===== config.mk =====
export PLATFORM = sky130hd
export DESIGN_NAME = exu_mem_req
export DESIGN_NICKNAME = d
export VERILOG_FILES = /design/src/rtl/exu_mem_req.sv
export SDC_FILE = /design/constraint.sdc
export NUM_CORES = 1
export LEC_CHECK = 0
export BUFFER_PORTS_ARGS = -buffer_cell sky130_fd_sc_hd__buf_4
export CAP_MARGIN = 25
export CORE_MARGIN = 3
export CORE_UTILIZATION = 35
export DETAILED_ROUTE_END_ITERATION = 8
export PLACE_DENSITY = 0.73
export SLEW_MARGIN = 25
export SYNTH_ARGS = -nofsm -noshare
export SYNTH_HDL_FRONTEND = slang
export SYNTH_SLANG_ARGS = --single-unit

===== constraint.sdc =====
create_clock -name clock -period 2.8 [get_ports clock]
set_input_delay 0.14 -clock clock [delete_from_list [all_inputs] [get_ports clock]]
set_output_delay 0.14 -clock clock [all_outputs]
set_load 0.02 [all_outputs]

===== src/rtl/exu_mem_req.sv =====
// Execute-stage memory request unit: accepts one operation per handshake, issues AXI AR
// or independent AW/W, flags misaligned accesses and hands completions downstream.
module exu_mem_req #(
    parameter  int ADDR_W = 32,
    parameter  int DATA_W = 32,
    parameter  int TAG_W  = 64,
    localparam int OFF_W  = $clog2(DATA_W/8),
    localparam int STRB_W = DATA_W/8
) (
    input  logic              clock,
    input  logic              reset,
    input  logic              in_valid_i,
    output logic              in_ready_o,
    input  logic [ADDR_W-1:0] in_addr_i,
    input  logic [DATA_W-1:0] in_wdata_i,
    input  logic [1:0]        in_size_i,
    input  logic              in_re_i,
    input  logic              in_we_i,
    input  logic [TAG_W-1:0]  in_tag_i,
    output logic              arvalid_o,
    input  logic              arready_i,
    output logic [ADDR_W-1:0] araddr_o,
    output logic [2:0]        arsize_o,
    output logic              awvalid_o,
    input  logic              awready_i,
    output logic [ADDR_W-1:0] awaddr_o,
    output logic              wvalid_o,
    input  logic              wready_i,
    output logic [DATA_W-1:0] wdata_o,
    output logic [STRB_W-1:0] wstrb_o,
    output logic              out_valid_o,
    input  logic              out_ready_i,
    output logic [TAG_W-1:0]  out_tag_o,
    output logic [OFF_W-1:0]  out_offset_o,
    output logic              out_is_load_o,
    output logic              out_misalign_o,
    output logic [31:0]       stall_cnt_o
);

    typedef enum logic [1:0] {
        IDLE = 2'd0,
        AR   = 2'd1,
        WR   = 2'd2,
        OUT  = 2'd3
    } state_e;

    // Contiguous strobe of 2^size lanes starting at the byte offset.
    function automatic logic [STRB_W-1:0] strobe_f(input logic [1:0] size, input logic [OFF_W-1:0] off);
        logic [15:0] mask;
        logic [15:0] shifted;
        mask    = (16'd1 << (16'd1 << size)) - 16'd1;
        shifted = mask << off;
        return shifted[STRB_W-1:0];
    endfunction

    function automatic logic [DATA_W-1:0] replicate_f(input logic [DATA_W-1:0] d, input logic [1:0] size);
        case (size)
            2'd0:    return {(DATA_W/8){d[7:0]}};
            2'd1:    return {(DATA_W/16){d[15:0]}};
            2'd2:    return {(DATA_W/32){d[31:0]}};
            default: return d;
        endcase
    endfunction

    // Dword accesses do not exist on a 32-bit bus, so they are treated as misaligned.
    function automatic logic misalign_f(input logic [2:0] low, input logic [1:0] size);
        logic [3:0] mask;
        mask = (4'd1 << size) - 4'd1;
        return ((({1'b0, low}) & mask) != 4'd0) || ((size == 2'd3) && (DATA_W < 64));
    endfunction

    state_e              state_q, state_d, new_state_s;
    logic [ADDR_W-1:0]   addr_q, addr_d;
    logic [DATA_W-1:0]   wdata_q, wdata_d;
    logic [STRB_W-1:0]   wstrb_q, wstrb_d;
    logic [1:0]          size_q, size_d;
    logic [TAG_W-1:0]    tag_q, tag_d;
    logic                is_load_q, is_load_d;
    logic                misalign_q, misalign_d;
    logic                aw_done_q, aw_done_d;
    logic                w_done_q, w_done_d;
    logic [31:0]         stall_cnt_q, stall_cnt_d;
    logic                in_ready_s, accept_s, new_mis_s, stall_s, load_s;
    logic                aw_hs_s, w_hs_s;

    assign in_ready_s = !reset && ((state_q == IDLE) || ((state_q == OUT) && out_ready_i));
    assign accept_s   = in_valid_i && in_ready_s;
    assign new_mis_s  = misalign_f(in_addr_i[2:0], in_size_i);
    assign aw_hs_s    = awvalid_o && awready_i;
    assign w_hs_s     = wvalid_o && wready_i;

    // Next-state, capture and stall-count logic.
    always_comb begin
        state_d     = state_q;
        addr_d      = addr_q;
        wdata_d     = wdata_q;
        wstrb_d     = wstrb_q;
        size_d      = size_q;
        tag_d       = tag_q;
        is_load_d   = is_load_q;
        misalign_d  = misalign_q;
        aw_done_d   = aw_done_q;
        w_done_d    = w_done_q;
        stall_cnt_d = stall_cnt_q;
        stall_s     = 1'b0;
        load_s      = 1'b0;

        if (new_mis_s) begin
            new_state_s = OUT;
        end else if (in_we_i) begin
            new_state_s = WR;
        end else if (in_re_i) begin
            new_state_s = AR;
        end else begin
            new_state_s = OUT;
        end

        case (state_q)
            IDLE: begin
                if (accept_s) begin
                    load_s = 1'b1;
                end else begin
                    state_d = IDLE;
                end
            end
            AR: begin
                if (arready_i) begin
                    state_d = OUT;
                end else begin
                    stall_s = 1'b1;
                end
            end
            WR: begin
                aw_done_d = aw_done_q || aw_hs_s;
                w_done_d  = w_done_q || w_hs_s;
                stall_s   = !(aw_hs_s || w_hs_s);
                if (aw_done_d && w_done_d) begin
                    state_d = OUT;
                end else begin
                    state_d = WR;
                end
            end
            OUT: begin
                if (accept_s) begin
                    load_s = 1'b1;
                end else if (out_ready_i) begin
                    state_d = IDLE;
                end else begin
                    state_d = OUT;
                end
            end
            default: begin
                state_d = IDLE;
            end
        endcase

        if (load_s) begin
            state_d    = new_state_s;
            addr_d     = in_addr_i;
            wdata_d    = replicate_f(in_wdata_i, in_size_i);
            wstrb_d    = strobe_f(in_size_i, in_addr_i[OFF_W-1:0]);
            size_d     = in_size_i;
            tag_d      = in_tag_i;
            misalign_d = new_mis_s;
            is_load_d  = !new_mis_s && !in_we_i && in_re_i;
            aw_done_d  = 1'b0;
            w_done_d   = 1'b0;
        end else begin
            addr_d = addr_q;
        end

        if (stall_s && (stall_cnt_q != 32'hFFFF_FFFF)) begin
            stall_cnt_d = stall_cnt_q + 32'd1;
        end else begin
            stall_cnt_d = stall_cnt_q;
        end
    end

    // State and payload registers.
    always_ff @(posedge clock) begin
        if (reset) begin
            state_q     <= IDLE;
            addr_q      <= '0;
            wdata_q     <= '0;
            wstrb_q     <= '0;
            size_q      <= 2'd0;
            tag_q       <= '0;
            is_load_q   <= 1'b0;
            misalign_q  <= 1'b0;
            aw_done_q   <= 1'b0;
            w_done_q    <= 1'b0;
            stall_cnt_q <= 32'd0;
        end else begin
            state_q     <= state_d;
            addr_q      <= addr_d;
            wdata_q     <= wdata_d;
            wstrb_q     <= wstrb_d;
            size_q      <= size_d;
            tag_q       <= tag_d;
            is_load_q   <= is_load_d;
            misalign_q  <= misalign_d;
            aw_done_q   <= aw_done_d;
            w_done_q    <= w_done_d;
            stall_cnt_q <= stall_cnt_d;
        end
    end

    assign in_ready_o     = in_ready_s;
    assign arvalid_o      = (state_q == AR);
    assign araddr_o       = addr_q;
    assign arsize_o       = {1'b0, size_q};
    assign awvalid_o      = (state_q == WR) && !aw_done_q;
    assign awaddr_o       = addr_q;
    assign wvalid_o       = (state_q == WR) && !w_done_q;
    assign wdata_o        = wdata_q;
    assign wstrb_o        = wstrb_q;
    assign out_valid_o    = (state_q == OUT);
    assign out_tag_o      = tag_q;
    assign out_offset_o   = addr_q[OFF_W-1:0];
    assign out_is_load_o  = is_load_q;
    assign out_misalign_o = misalign_q;
    assign stall_cnt_o    = stall_cnt_q;

endmodule


==> qor.yml <==
grt:
  grt_max_degree: 125
  grt_pass1_vias: 7493
  grt_use_total: 0.2157
  grt_pass1_wl_um: 39040
  antenna_found_initial: 0
  overflow: 0
critical_path:
  endpoint_kind: "register"
  critPathKind: "register to register"
  cp_max_fo: 90
  worstPathArrival_ns: 2.90
  setup.worst_path.start_class: "register"
  crit_required_ns: 3.15
route:
  postRouteAntennaNets: 0
  drt_iter0_markers: 350
  via_per_inst: 5.002
  post-route-drc-count: 0
  via_count: 7888
  routedWlPerCell_um: 16.46
  first_pass_iters: 6
  wirelength_um: 25950
synthesis:
  synthTopCellsByArea: "dfxtp_1 47%, nand2_1 13%, a21oi_1 7.1%"
  yosysSeqAreaShare: 0.4718
  synthCells: 911
  synth-edff-count: 0
  synthArstFlopShare: 0
  ys_seq_elements: 172
  synth_nets: 1055
  syn_area_per_cell_um2: 8.011
  yosys_most_used_dff: "dfxtp_1"
  syn_area_mm2: 0.007298
  yosys_warnings: 0
  ys_types: 46
  yosysTopAreaCell: "dfxtp_1"
  yosysTopAreaCellShare: 0.4718
clock_tree:
  cts_setup_buffers: 0
  h-tree-depth: 4
  tritoncts: "built"
  cts.clk_slew.worst_paths_ns: 0.07
  cts-resized-gates: 0
  ctsHoldBuffers: 110
  numCtsBuffers: 17
  cts_root_buffer: "clkbuf_16"
  cts_num_sinks: 172
  clock_latency_ns: 0.43
  clk_path_buf_depth: 2
floorplan:
  io_pins: 347
  fp.coreArea_mm2: 0.02036
  initial_core_util: 0.3584
  fp-row-count: 52
  die_h_um: 150.4
  die-area_mm2: 0.02262
  fp.dieW_um: 150.4
final_layout:
  diodes: 0
  drive_gt1_frac: 0.3206
  nNetsFinal: 1438
  syn_to_final_growth_pct: 57.26
timing:
  rsz0062_at_grt: "no"
  hold_viol_final: 0
  fin_crit_ns: 2.550
  setup_viol: 0
  skew_ns: 0.01290
  max_freq_mhz: 392.2
  slew_headroom: 0.4362
  slew_viol_final: 0
  setup_tns_ns: 0
  fin_crit_sh: 0.9106
  tightest_slew_ns: 0.8456
power:
  finalPower_mw: 6.920
  leakage_nw: 4.875
  ir_drop_mv: 0.4501
  power.density_mw_per_mm2: 603.0
run:
  drv_cap: 0
placement:
  portBuffers: 345
  gp_congestion: 0.7873
  post-dp-hpwl_um: 17300
run_status:
  status: "finished clean"
worst_hold_path:
  hold_class: "input pin to register"
routing by layer:
metal / track usage / vias to the layer above / wire, um
met4: 0.07319 / 0 / 675
li1: - / 3868 / -
met2: 0.3768 / 281 / 13160
met5: 0 / - / 0
met3: 0.06141 / 43 / 1958
met1: 0.2533 / 3696 / 10160
area by class of cell:
class / instances / area (um2)
clock buffers: 18 / 429.2
clock inverters: 14 / 150.1
fillers: 1753 / 8887
inverters: 8 / 30.03
multi-input cells: 629 / 3288
flip-flops and latches: 172 / 3443
well taps: 270 / 337.8
repair buffers: 466 / 3799
power by group:
group	switching, mW	internal (mW)	leakage [nW]
registers	0.144	2.67	1.40
clock network	1.10	1.27	0.276
logic	0.983	0.763	3.20
sequential cells by signal, indices dropped and copies added (netlist names), named ones only:
| name | cells |
|---|---|
| araddr_o | 32 |
| aw_done_q | 1 |
| out_is_load_o | 1 |
| out_misalign_o | 1 |
| out_tag_o | 64 |
| size_q | 2 |
| stall_cnt_o | 32 |
| state_q | 1 |
| w_done_q | 1 |
| wdata_o | 32 |
| wstrb_o | 4 |
cell usage in the layout, fill, tap and decap left out, types with 2 or more instances in the layout:
master	n
buf_4	354
nand2_1	247
dfxtp_1	172
dlygate4sd3_1	110
a21oi_1	104
o21ai_0	72
nor2_1	24
nand3_1	21
o31ai_1	18
or4_1	17
clkbuf_16	17
a31o_2	14
mux2i_1	12
nor2b_1	10
nand4_1	10
mux2_2	10
nor3_1	8
inv_1	7
and4_1	7
and3_1	6
or3_1	6
a311oi_1	5
ha_1	5
nor4_1	4
a22oi_1	4
inv_6	4
inv_8	4
and2_1	3
a31oi_1	3
clkinvlp_4	3
nor3b_1	2
nand2b_1	2
clkinv_4	2
buf_12	2
metrics by stage:
stage,cell area [um2],util,hold WS (ns),setup slack [ns],cells
2_1_floorplan,7298,-,0.2435,0.6409,911
3_3_place_gp,9797,0.4811,0.3333,0.6673,1435
3_5_place_dp,9797,0.4811,0.3401,0.5759,1435
4_1_cts,11480,0.5636,0.01003,0.2811,1577
5_1_grt,11480,0.5636,0.03798,0.1260,1577
6_report,11480,0.5636,0.02972,0.2503,1577
kinds of logic after synthesis:
| group | Yosys count | share of synthesized area |
|---|---|---|
| mux | 22 | 0.03189 |
| other cells | 1 | 0.0005138 |
| compound gates | 224 | 0.1730 |
| fa+ha+maj | 5 | 0.008572 |
| simple gates | 377 | 0.2362 |
| flops | 172 | 0.4718 |
| buf+inv | 110 | 0.07801 |
cells in the mapped netlist (8+ instances only):
master    instances
mux2i_1          12
nand4_1          10
or4_1            17
mux2_2           10
and4_1            8
clkbuf_1         51
nor3_1            8
buf_4            37
o31ai_1          18
buf_2             8
dfxtp_1         172
nor2_1           24
nor2b_1          10
a31o_2           14
nand2_1         247
a21oi_1         104
nand3_1          21
o21ai_0          72
critical path: stages (launching register included):
cell and delay (ns):
dfxtp_1 0.42, inv_1 0.09, ha_1 0.49, inv_1 0.10
nand4_1 0.15, buf_12 0.33, nand3_1 0.13, o31ai_1 0.11
dlygate4sd3_1 0.60
worst paths after layout:
check	startpoint	endpoint	slack (ns)	cells after the start
hold reg to reg	out_tag_o[5]	out_tag_o[5]	0.45	2
setup reg to reg	register	wstrb_o[0]	0.25	8
hold / removal	in_wdata_i[11]	wdata_o[11]	0.03	3
setup / recovery	register	wstrb_o[0]	0.25	8
Note: power is estimated with default switching activity, not from simulation.
